===== src/rtl/sn_pkg.sv =====
// Shared definitions for the stochastic-number blocks: default width, decoder
// FSM states and the bipolar conversion used by both the RTL and reference models.
package sn_pkg;

  localparam int CNT_W_DEF = 8;

  typedef enum logic {
    IDLE  = 1'b0,
    ACCUM = 1'b1
  } sn_state_e;

  // Bipolar value of a window of 2^l_log2 bits holding `count` ones: 2*count - 2^L.
  function automatic int sn_bipolar(input int count, input int l_log2);
    return (count <<< 1) - (1 << l_log2);
  endfunction

endpackage


===== src/rtl/sn_window_decoder_if.sv =====
// Stream-in / result-out bundle for the stochastic window decoder.
// Handshake: a result transfers on a rising clk edge where out_valid & out_ready are both 1;
// out_count/out_bipolar stay stable while out_valid=1 until that edge. sn_bit is
// only meaningful on cycles with sn_valid=1 (no back-pressure on the bit stream).
interface sn_window_decoder_if #(
  parameter int CNT_W = sn_pkg::CNT_W_DEF
);
  import sn_pkg::*;

  logic             en;
  logic [3:0]       win_log2;
  logic             sn_bit;
  logic             sn_valid;
  logic [CNT_W:0]   out_count;
  logic [CNT_W+1:0] out_bipolar;
  logic             out_valid;
  logic             out_ready;
  logic             overrun;
  logic             clr_ovr;
  logic             busy;
  sn_state_e        state_dbg;

  modport master (
    output en, win_log2, sn_bit, sn_valid, out_ready, clr_ovr,
    input  out_count, out_bipolar, out_valid, overrun, busy, state_dbg
  );

  modport slave (
    input  en, win_log2, sn_bit, sn_valid, out_ready, clr_ovr,
    output out_count, out_bipolar, out_valid, overrun, busy, state_dbg
  );

endinterface


===== src/rtl/sn_out_reg.sv =====
// One-entry valid/ready result register with a sticky overrun flag for results
// that arrive while the entry is still occupied.
module sn_out_reg #(
  parameter int W = 8
) (
  input  logic         clk,
  input  logic         rst_n,
  input  logic         load,
  input  logic [W:0]   load_count,
  input  logic [W+1:0] load_bipolar,
  input  logic         out_ready,
  input  logic         clr_ovr,
  output logic [W:0]   out_count,
  output logic [W+1:0] out_bipolar,
  output logic         out_valid,
  output logic         overrun
);

  logic consume;
  logic accept;
  logic drop;

  assign consume = out_valid & out_ready;
  // A result may replace one that is leaving on this same edge.
  assign accept  = load & (~out_valid | out_ready);
  assign drop    = load & ~accept;

  always_ff @(posedge clk or negedge rst_n) begin
    if (!rst_n) begin
      out_count   <= '0;
      out_bipolar <= '0;
      out_valid   <= 1'b0;
    end else if (accept) begin
      out_count   <= load_count;
      out_bipolar <= load_bipolar;
      out_valid   <= 1'b1;
    end else if (consume) begin
      out_valid   <= 1'b0;
    end
  end

  // A drop in the same cycle as a clear keeps the flag set.
  always_ff @(posedge clk or negedge rst_n) begin
    if (!rst_n) begin
      overrun <= 1'b0;
    end else if (drop) begin
      overrun <= 1'b1;
    end else if (clr_ovr) begin
      overrun <= 1'b0;
    end
  end

endmodule


===== src/rtl/sn_window_decoder.sv =====
// Counts ones in back-to-back windows of 2^L qualified stochastic bits and hands
// each window's unipolar count and bipolar value to a one-entry output register.
module sn_window_decoder
  import sn_pkg::*;
#(
  parameter int CNT_W = CNT_W_DEF
) (
  input logic                clk,
  input logic                rst_n,
  sn_window_decoder_if.slave bus
);

  sn_state_e        state;
  sn_state_e        state_nxt;
  logic [3:0]       l_eff;
  logic [3:0]       l_start;
  logic [CNT_W:0]   ones_cnt;
  logic [CNT_W:0]   bit_cnt;
  logic [CNT_W:0]   last_idx;
  logic [CNT_W:0]   final_count;
  logic [CNT_W+1:0] final_bipolar;
  logic             start;
  logic             qual;
  logic             done;

  assign l_start     = (bus.win_log2 > 4'(CNT_W)) ? 4'(CNT_W) : bus.win_log2;
  assign last_idx    = ((CNT_W+1)'(1) << l_eff) - (CNT_W+1)'(1);
  assign start       = (state == IDLE) & bus.en;
  // Abort (en low) takes precedence over any bit presented in the same cycle.
  assign qual        = (state == ACCUM) & bus.en & bus.sn_valid;
  assign done        = qual & (bit_cnt == last_idx);
  assign final_count = ones_cnt + (CNT_W+1)'(bus.sn_bit);
  assign final_bipolar = (CNT_W+2)'(sn_bipolar(int'(final_count), int'(l_eff)));

  always_ff @(posedge clk or negedge rst_n) begin
    if (!rst_n) begin
      state <= IDLE;
    end else begin
      state <= state_nxt;
    end
  end

  always_comb begin
    state_nxt = state;
    case (state)
      IDLE:    if (bus.en)  state_nxt = ACCUM;
      ACCUM:   if (!bus.en) state_nxt = IDLE;
      default: state_nxt = IDLE;
    endcase
  end

  // Completion re-latches L and clears the counters so the next window has no gap.
  always_ff @(posedge clk or negedge rst_n) begin
    if (!rst_n) begin
      l_eff    <= '0;
      ones_cnt <= '0;
      bit_cnt  <= '0;
    end else if (start || done) begin
      l_eff    <= l_start;
      ones_cnt <= '0;
      bit_cnt  <= '0;
    end else if ((state == ACCUM) && !bus.en) begin
      ones_cnt <= '0;
      bit_cnt  <= '0;
    end else if (qual) begin
      ones_cnt <= final_count;
      bit_cnt  <= bit_cnt + (CNT_W+1)'(1);
    end
  end

  sn_out_reg #(
    .W (CNT_W)
  ) u_out_reg (
    .clk          (clk),
    .rst_n        (rst_n),
    .load         (done),
    .load_count   (final_count),
    .load_bipolar (final_bipolar),
    .out_ready    (bus.out_ready),
    .clr_ovr      (bus.clr_ovr),
    .out_count    (bus.out_count),
    .out_bipolar  (bus.out_bipolar),
    .out_valid    (bus.out_valid),
    .overrun      (bus.overrun)
  );

  assign bus.busy      = (state == ACCUM);
  assign bus.state_dbg = state;

endmodule


===== src/flat_wrapper.sv =====
// flat-port wrapper written by rule: the top's interface ports become plain ports
module sn_window_decoder_flat import sn_pkg::*;
#(
  parameter int CNT_W = CNT_W_DEF
)
  (clk, rst_n, bus_en, bus_win_log2, bus_sn_bit, bus_sn_valid, bus_out_ready, bus_clr_ovr, bus_out_count, bus_out_bipolar, bus_out_valid, bus_overrun, bus_busy, bus_state_dbg);
  sn_window_decoder_if #(.CNT_W(CNT_W)) bus_i ();
  input logic clk;
  input logic rst_n;
  input wire logic [$bits(bus_i.en)-1:0] bus_en;
  input wire logic [$bits(bus_i.win_log2)-1:0] bus_win_log2;
  input wire logic [$bits(bus_i.sn_bit)-1:0] bus_sn_bit;
  input wire logic [$bits(bus_i.sn_valid)-1:0] bus_sn_valid;
  input wire logic [$bits(bus_i.out_ready)-1:0] bus_out_ready;
  input wire logic [$bits(bus_i.clr_ovr)-1:0] bus_clr_ovr;
  output wire logic [$bits(bus_i.out_count)-1:0] bus_out_count;
  output wire logic [$bits(bus_i.out_bipolar)-1:0] bus_out_bipolar;
  output wire logic [$bits(bus_i.out_valid)-1:0] bus_out_valid;
  output wire logic [$bits(bus_i.overrun)-1:0] bus_overrun;
  output wire logic [$bits(bus_i.busy)-1:0] bus_busy;
  output wire logic [$bits(bus_i.state_dbg)-1:0] bus_state_dbg;
  assign bus_i.en = bus_en;
  assign bus_i.win_log2 = bus_win_log2;
  assign bus_i.sn_bit = bus_sn_bit;
  assign bus_i.sn_valid = bus_sn_valid;
  assign bus_i.out_ready = bus_out_ready;
  assign bus_i.clr_ovr = bus_clr_ovr;
  assign bus_out_count = bus_i.out_count;
  assign bus_out_bipolar = bus_i.out_bipolar;
  assign bus_out_valid = bus_i.out_valid;
  assign bus_overrun = bus_i.overrun;
  assign bus_busy = bus_i.busy;
  assign bus_state_dbg = bus_i.state_dbg;
  sn_window_decoder #(.CNT_W(CNT_W)) u_core (.clk(clk), .rst_n(rst_n), .bus(bus_i));
endmodule

===== config.mk =====
export PLATFORM = sky130hd
export DESIGN_NAME = sn_window_decoder_flat
export DESIGN_NICKNAME = d
export VERILOG_FILES = /design/src/rtl/sn_pkg.sv /design/src/rtl/sn_window_decoder_if.sv /design/src/rtl/sn_out_reg.sv /design/src/rtl/sn_window_decoder.sv /design/src/flat_wrapper.sv
export SDC_FILE = /design/constraint.sdc
export NUM_CORES = 1
export LEC_CHECK = 0
export ABC_AREA = 1
export CAP_MARGIN = 10
export CORE_ASPECT_RATIO = 0.7
export CORE_MARGIN = 5
export CORE_UTILIZATION = 45
export DETAILED_ROUTE_END_ITERATION = 12
export PLACE_DENSITY = 0.66
export SKIP_CTS_REPAIR_TIMING = 1
export SYNTH_ARGS = -nofsm -noshare
export SYNTH_HDL_FRONTEND = slang
export SYNTH_SLANG_ARGS = --single-unit

===== constraint.sdc =====
create_clock -name clk -period 3.4 [get_ports clk]
set_clock_uncertainty 0.05 [all_clocks]
set_input_delay 0.85 -clock clk [delete_from_list [all_inputs] [get_ports clk]]
set_output_delay 0.85 -clock clk [all_outputs]
set_load 0.03 [all_outputs]

# Yosys cells after proc, flatten, opt, wreduce, memory -nomap -nowiden
# Index checks and enable logic that the tools add are counted.
[word_totals] regBits=44 elab_cells=45 output_inout_bits=23 inputBits=11
[classes] n_addsub=4 n_reduce_logical=6 shift=2 muxes=12 bitwise_logic=11 magnitude_cmp=1 n_eq_ne=1
[op_table] cell="$mux 9" count=6
[op_table] cell="$shl 1x4->10 const A" count=1
[op_table] cell="$sub 10x10->10" count=1
[op_table] cell="$add 9x1->9" count=1
[op_table] cell="$add 9x1->9 const B" count=1
[op_table] cell="$eq 9x9->1" count=1
[op_table] cell="$shl 1x4->9 const A" count=1
[op_table] cell="$sub 9x2->9 const B" count=1
[op_table] cell="$and 1x1->1" count=7
[op_table] cell="$mux 1" count=5
[op_table] cell="$gt 4x4->1 const B" count=1
[op_table] cell="$mux 4" count=1
[op_table] cell="$reduce_bool 2->1" count=2
[op_table] cell="$not 1->1" count=3
[op_table] cell="$reduce_bool 3->1" count=1
[op_table] cell="$logic_and 1x1->1" count=1
[op_table] cell="$logic_not 1->1" count=1
[op_table] cell="$logic_or 1x1->1" count=1
[op_table] cell="$or 1x1->1" count=1

# Logic depth before layout (Yosys ltp)
[depth] word_depth=8 mapped_depth=18 mapped_depth_nobuf=18

# Modules after synthesis
# From an unflattened synthesis, not the netlist that was laid out.
[unflattened] cells_unflattened=387 hier_area_um2=3025.4
[by_module_without_submodules] mod="sn_window_decoder" seq_area_each_um2=575.6 instances=1 cells_each=297 area_each_um2=2180.8
[by_module_without_submodules] mod="sn_out_reg" seq_area_each_um2=525.5 instances=1 cells_each=90 area_each_um2=844.6

# Worst setup path after synthesis
# Ideal clock, no wire load.
[synth_timing] path_type="input to register" from="input bus_sn_bit" to="register u_core.u_out_reg.out_bipolar[9]" n_path_buf=0 arrival_time_ns=2.720 cell_stages=17 slack_ns=0.518 setup_time_ns=0.113 t_required_ns=3.237 path_cell_list="ha_1 ha_1 nand2_1 nor2_1 xor2_1 inv_1 ha_1 nand2_1 nor2_1 nand2_1 nor2_1 nand3b_1 nand2_1 nand2_1 nand3_1 nand2_1 inv_1"
[synth_between] elab_chain_cells=2
[synth_rtl] element="from (decl)" line_no="flat_wrapper.sv:12" rtl="input wire logic [$bits(bus_i.sn_bit)-1:0] bus_sn_bit;"
[synth_rtl] element="$add 9x1->9" line_no="sn_window_decoder.sv:32" rtl="assign final_count = ones_cnt + (CNT_W+1)'(bus.sn_bit);"
[synth_rtl] element="via u_core.final_count[4]" line_no="sn_window_decoder.sv:20" rtl="logic [CNT_W:0] final_count;"
[synth_rtl] element="$sub 10x10->10" line_no="sn_pkg.sv:14" rtl="return (count <<< 1) - (1 << l_log2);"
[synth_rtl] element="to (signal assigned)" line_no="sn_out_reg.sv:35" rtl="out_bipolar <= load_bipolar;"
[synth_rtl] element="to (decl)" line_no="sn_out_reg.sv:14" rtl="output logic [W+1:0] out_bipolar,"
# The timed path passes the listed nets, and every way through them passes these cells.
# A chain may end at the register's enable or synchronous reset.

# Final worst setup path
# Same ends and word-level chain as after synthesis.

==> impl_metrics.toml <==
[outcome]
status = "finished clean"

[logic_synthesis]
yosysTopAreaCell = "dfrtp_1"
netlist_top_cells_area = "dfrtp_1 (36%), nand2_1 (17%), inv_1 (6.6%)"
synthDistinctLibCells = 32
synth_fp_nets = 456
syn_avg_cell_area_um2 = 7.07
synth_flop_cell = "dfrtp_1"
netlist.area_leader.share = 0.361
ys_seq_area_frac = 0.361
synth_top_cells_by_count = "nand2_1 (142), inv_1 (54), nor2_1 (49), dfrtp_1 (44), nand3_1 (36)"
syn_area_um2 = 3050
synth_most_common_cell = "nand2_1"
synth_edf_count = 0
ys_warn_count = 0
ys_async_sr_fraction = 1.00
synth_seq_cells = 44
syn_inst = 432

[clock_tree]
cts_buffers = 5
htree_levels = 2
clk_pin_slew_ns = 0.09
root_buffer = "clkbuf_8"
clockBufferDepth = 2
tritoncts = "built"
clkLatencyLatePin_ns = 0.30
cts.sinks = 44

[power_and_ir_drop]
netSwitchingFraction = 0.374
powerDensity_nw_per_um2 = 367
switchingPower_w = 0.000506
power.internal_w = 0.000848
p_comb_frac = 0.336
pwr-share-clk = 0.249
leakagePower_nw = 1.95
ir_worst_vdd_mv = 0.209
seqPwrFrac = 0.416

[die]
fp.coreArea_um2 = 6660
die_x_um = 108
die-area_um2 = 8560
row_count = 25
dieHeight_um = 78.9
pin_count = 34
start_util = 0.458

[setup_path]
crit_fanout = 4
ff2ff_setup_slack_ns = 0.48
rr_startpoint = "u_core.l_eff[3]"
cp.arrival_ns = 3.31
cp-endpoint = "u_core.u_out_reg.out_bipolar[9]"
start_kind = "input port"
worstSetupPathType = "input port to register"
setup.worst_path.start = "bus_sn_bit"
rr_worst_depth = 11
endpoint_kind = "register"
reg2reg_to = "u_core.u_out_reg.out_count[2]"
cp.required_ns = 3.55

[sta]
setup_viol = 0
fin_crit_sh = 0.929
setup_tns_ns = 0
min_period_ns = 3.16
relSlewSlack = 0.344
fin_ws_ns = 0.242
drv_slew = 0
fmaxAchievable_ghz = 0.317
tightest_slew_ns = 0.985
hold_viol_final = 0

[detailed_routing]
vias = 2862
drt-initial-drc-count = 131
routed_wl_um = 7330
drt-vias-per-instance = 4.99
drc_errors = 0
wl_per_cell_um = 12.8
ant_nets = 0
dr.pass1.iters = 5

[place]
placed_area_um2 = 3560
dp_slack_ns = -0.159
hpwlAfterDp_um = 5770
port_buffers = 33
place.gp.congestion = 0.990

[global_routing]
overflow = 0
grt_first_pass_wirelength_um = 12700
grt_usage = 0.185
grt_pass1_vias = 2720
grt_max_degree = 45
antenna_found_initial = 0

[layout]
layout-drive-gt1-share = 0.0939
area_growth_pct = 20.6
final_core_util = 0.553
stdcell_area_um2 = 3680
nNetsFinal = 502
antennaDiodeCount = 0

[job]
max-cap-violations = 0

[min_path]
hp-class = "register to register"
critical path, stage by stage:
cell	delay, ns
clkdlybuf4s50_1	0.46
ha_1	0.18
ha_1	0.17
nand2_1	0.09
nor2_4	0.15
xor2_2	0.17
inv_1	0.07
ha_1	0.34
nand2_1	0.11
nor2_1	0.14
nand2_1	0.07
nor2_1	0.11
nand3b_1	0.12
nand2_1	0.05
nand2_1	0.05
nand3_1	0.07
nand2_1	0.07
inv_1	0.03
logic make-up after synthesis:
| logic type | after synthesis | synth area share |
|---|---|---|
| AND/OR/NAND/NOR | 265 | 0.388 |
| multiplexers | 4 | 0.0131 |
| adder cells (fa/ha/maj) | 13 | 0.0557 |
| flip-flops | 44 | 0.361 |
| XOR/XNOR | 19 | 0.0545 |
| AO/OA/AOI/OAI | 19 | 0.0348 |
| buffers and inverters | 68 | 0.0934 |
sequential cells by signal (all words and copies together), names as in the netlist:
signal	flops
u_core.bit_cnt	9
u_core.bus.busy	1
u_core.l_eff	4
u_core.ones_cnt	9
u_core.u_out_reg.out_bipolar	10
u_core.u_out_reg.out_count	9
u_core.u_out_reg.out_valid	1
u_core.u_out_reg.overrun	1
cell usage in the layout, fill, tap and decap left out, types with 5 or more instances in the layout:
| cell | count |
|---|---|
| nand2_1 | 142 |
| inv_1 | 54 |
| nor2_1 | 48 |
| dfrtp_1 | 44 |
| nand3_1 | 36 |
| clkdlybuf4s50_1 | 32 |
| nand4_1 | 22 |
| buf_4 | 18 |
| xor2_1 | 16 |
| ha_1 | 10 |
| o21ai_0 | 8 |
| a21oi_1 | 6 |
| clkbuf_8 | 5 |
cell type report:
class | count | area (um2)
multi-input combinational | 320 | 1710
timing repair buffer | 51 | 460
sequential | 44 | 1100
tap | 94 | 118
inverter | 56 | 210
fill | 648 | 2980
clock buffer | 5 | 68.8
clock inverter | 3 | 18.8
worst min-delay path by stage:
| stage | start | cells past startpoint | to |
|---|---|---|---|
| floorplan | u_core.ones_cnt[0] | 2 | u_core.ones_cnt[0] |
| global placement | u_core.u_out_reg.out_bipolar[3] | 2 | u_core.u_out_reg.out_bipolar[3] |
| detailed placement | u_core.u_out_reg.out_bipolar[4] | 2 | u_core.u_out_reg.out_bipolar[4] |
| CTS | u_core.u_out_reg.out_bipolar[4] | 2 | u_core.u_out_reg.out_bipolar[4] |
| global route | u_core.u_out_reg.out_bipolar[3] | 2 | u_core.u_out_reg.out_bipolar[3] |
| finish | u_core.u_out_reg.out_bipolar[4] | 2 | u_core.u_out_reg.out_bipolar[4] |
power by group through the flow:
stage                     clock [W]  sequential (W)  combinational [W]
after floorplan                   0        0.000577           0.000324
after global placement            0        0.000572           0.000437
after detailed placement          0        0.000573           0.000444
after CTS                  0.000344        0.000563           0.000445
after global routing       0.000370        0.000567           0.000519
final                      0.000337        0.000563           0.000454
metal layers:
metal  global-route usage  part of all wire
met5                    0                 0
met3               0.0357             0.062
met4               0.0391            0.0081
met1                0.275              0.52
met2                0.279              0.41
through the flow:
step | hold WS, ns | total power (W) | cells
global route | 0.465 | 0.00146 | 573
detailed placement | 0.408 | 0.00102 | 565
finish | 0.429 | 0.00135 | 573
floorplan | 0.460 | 0.000901 | 432
CTS | 0.431 | 0.00135 | 573
global placement | 0.404 | 0.00101 | 565
Note: power is estimated with default switching activity, not from simulation.
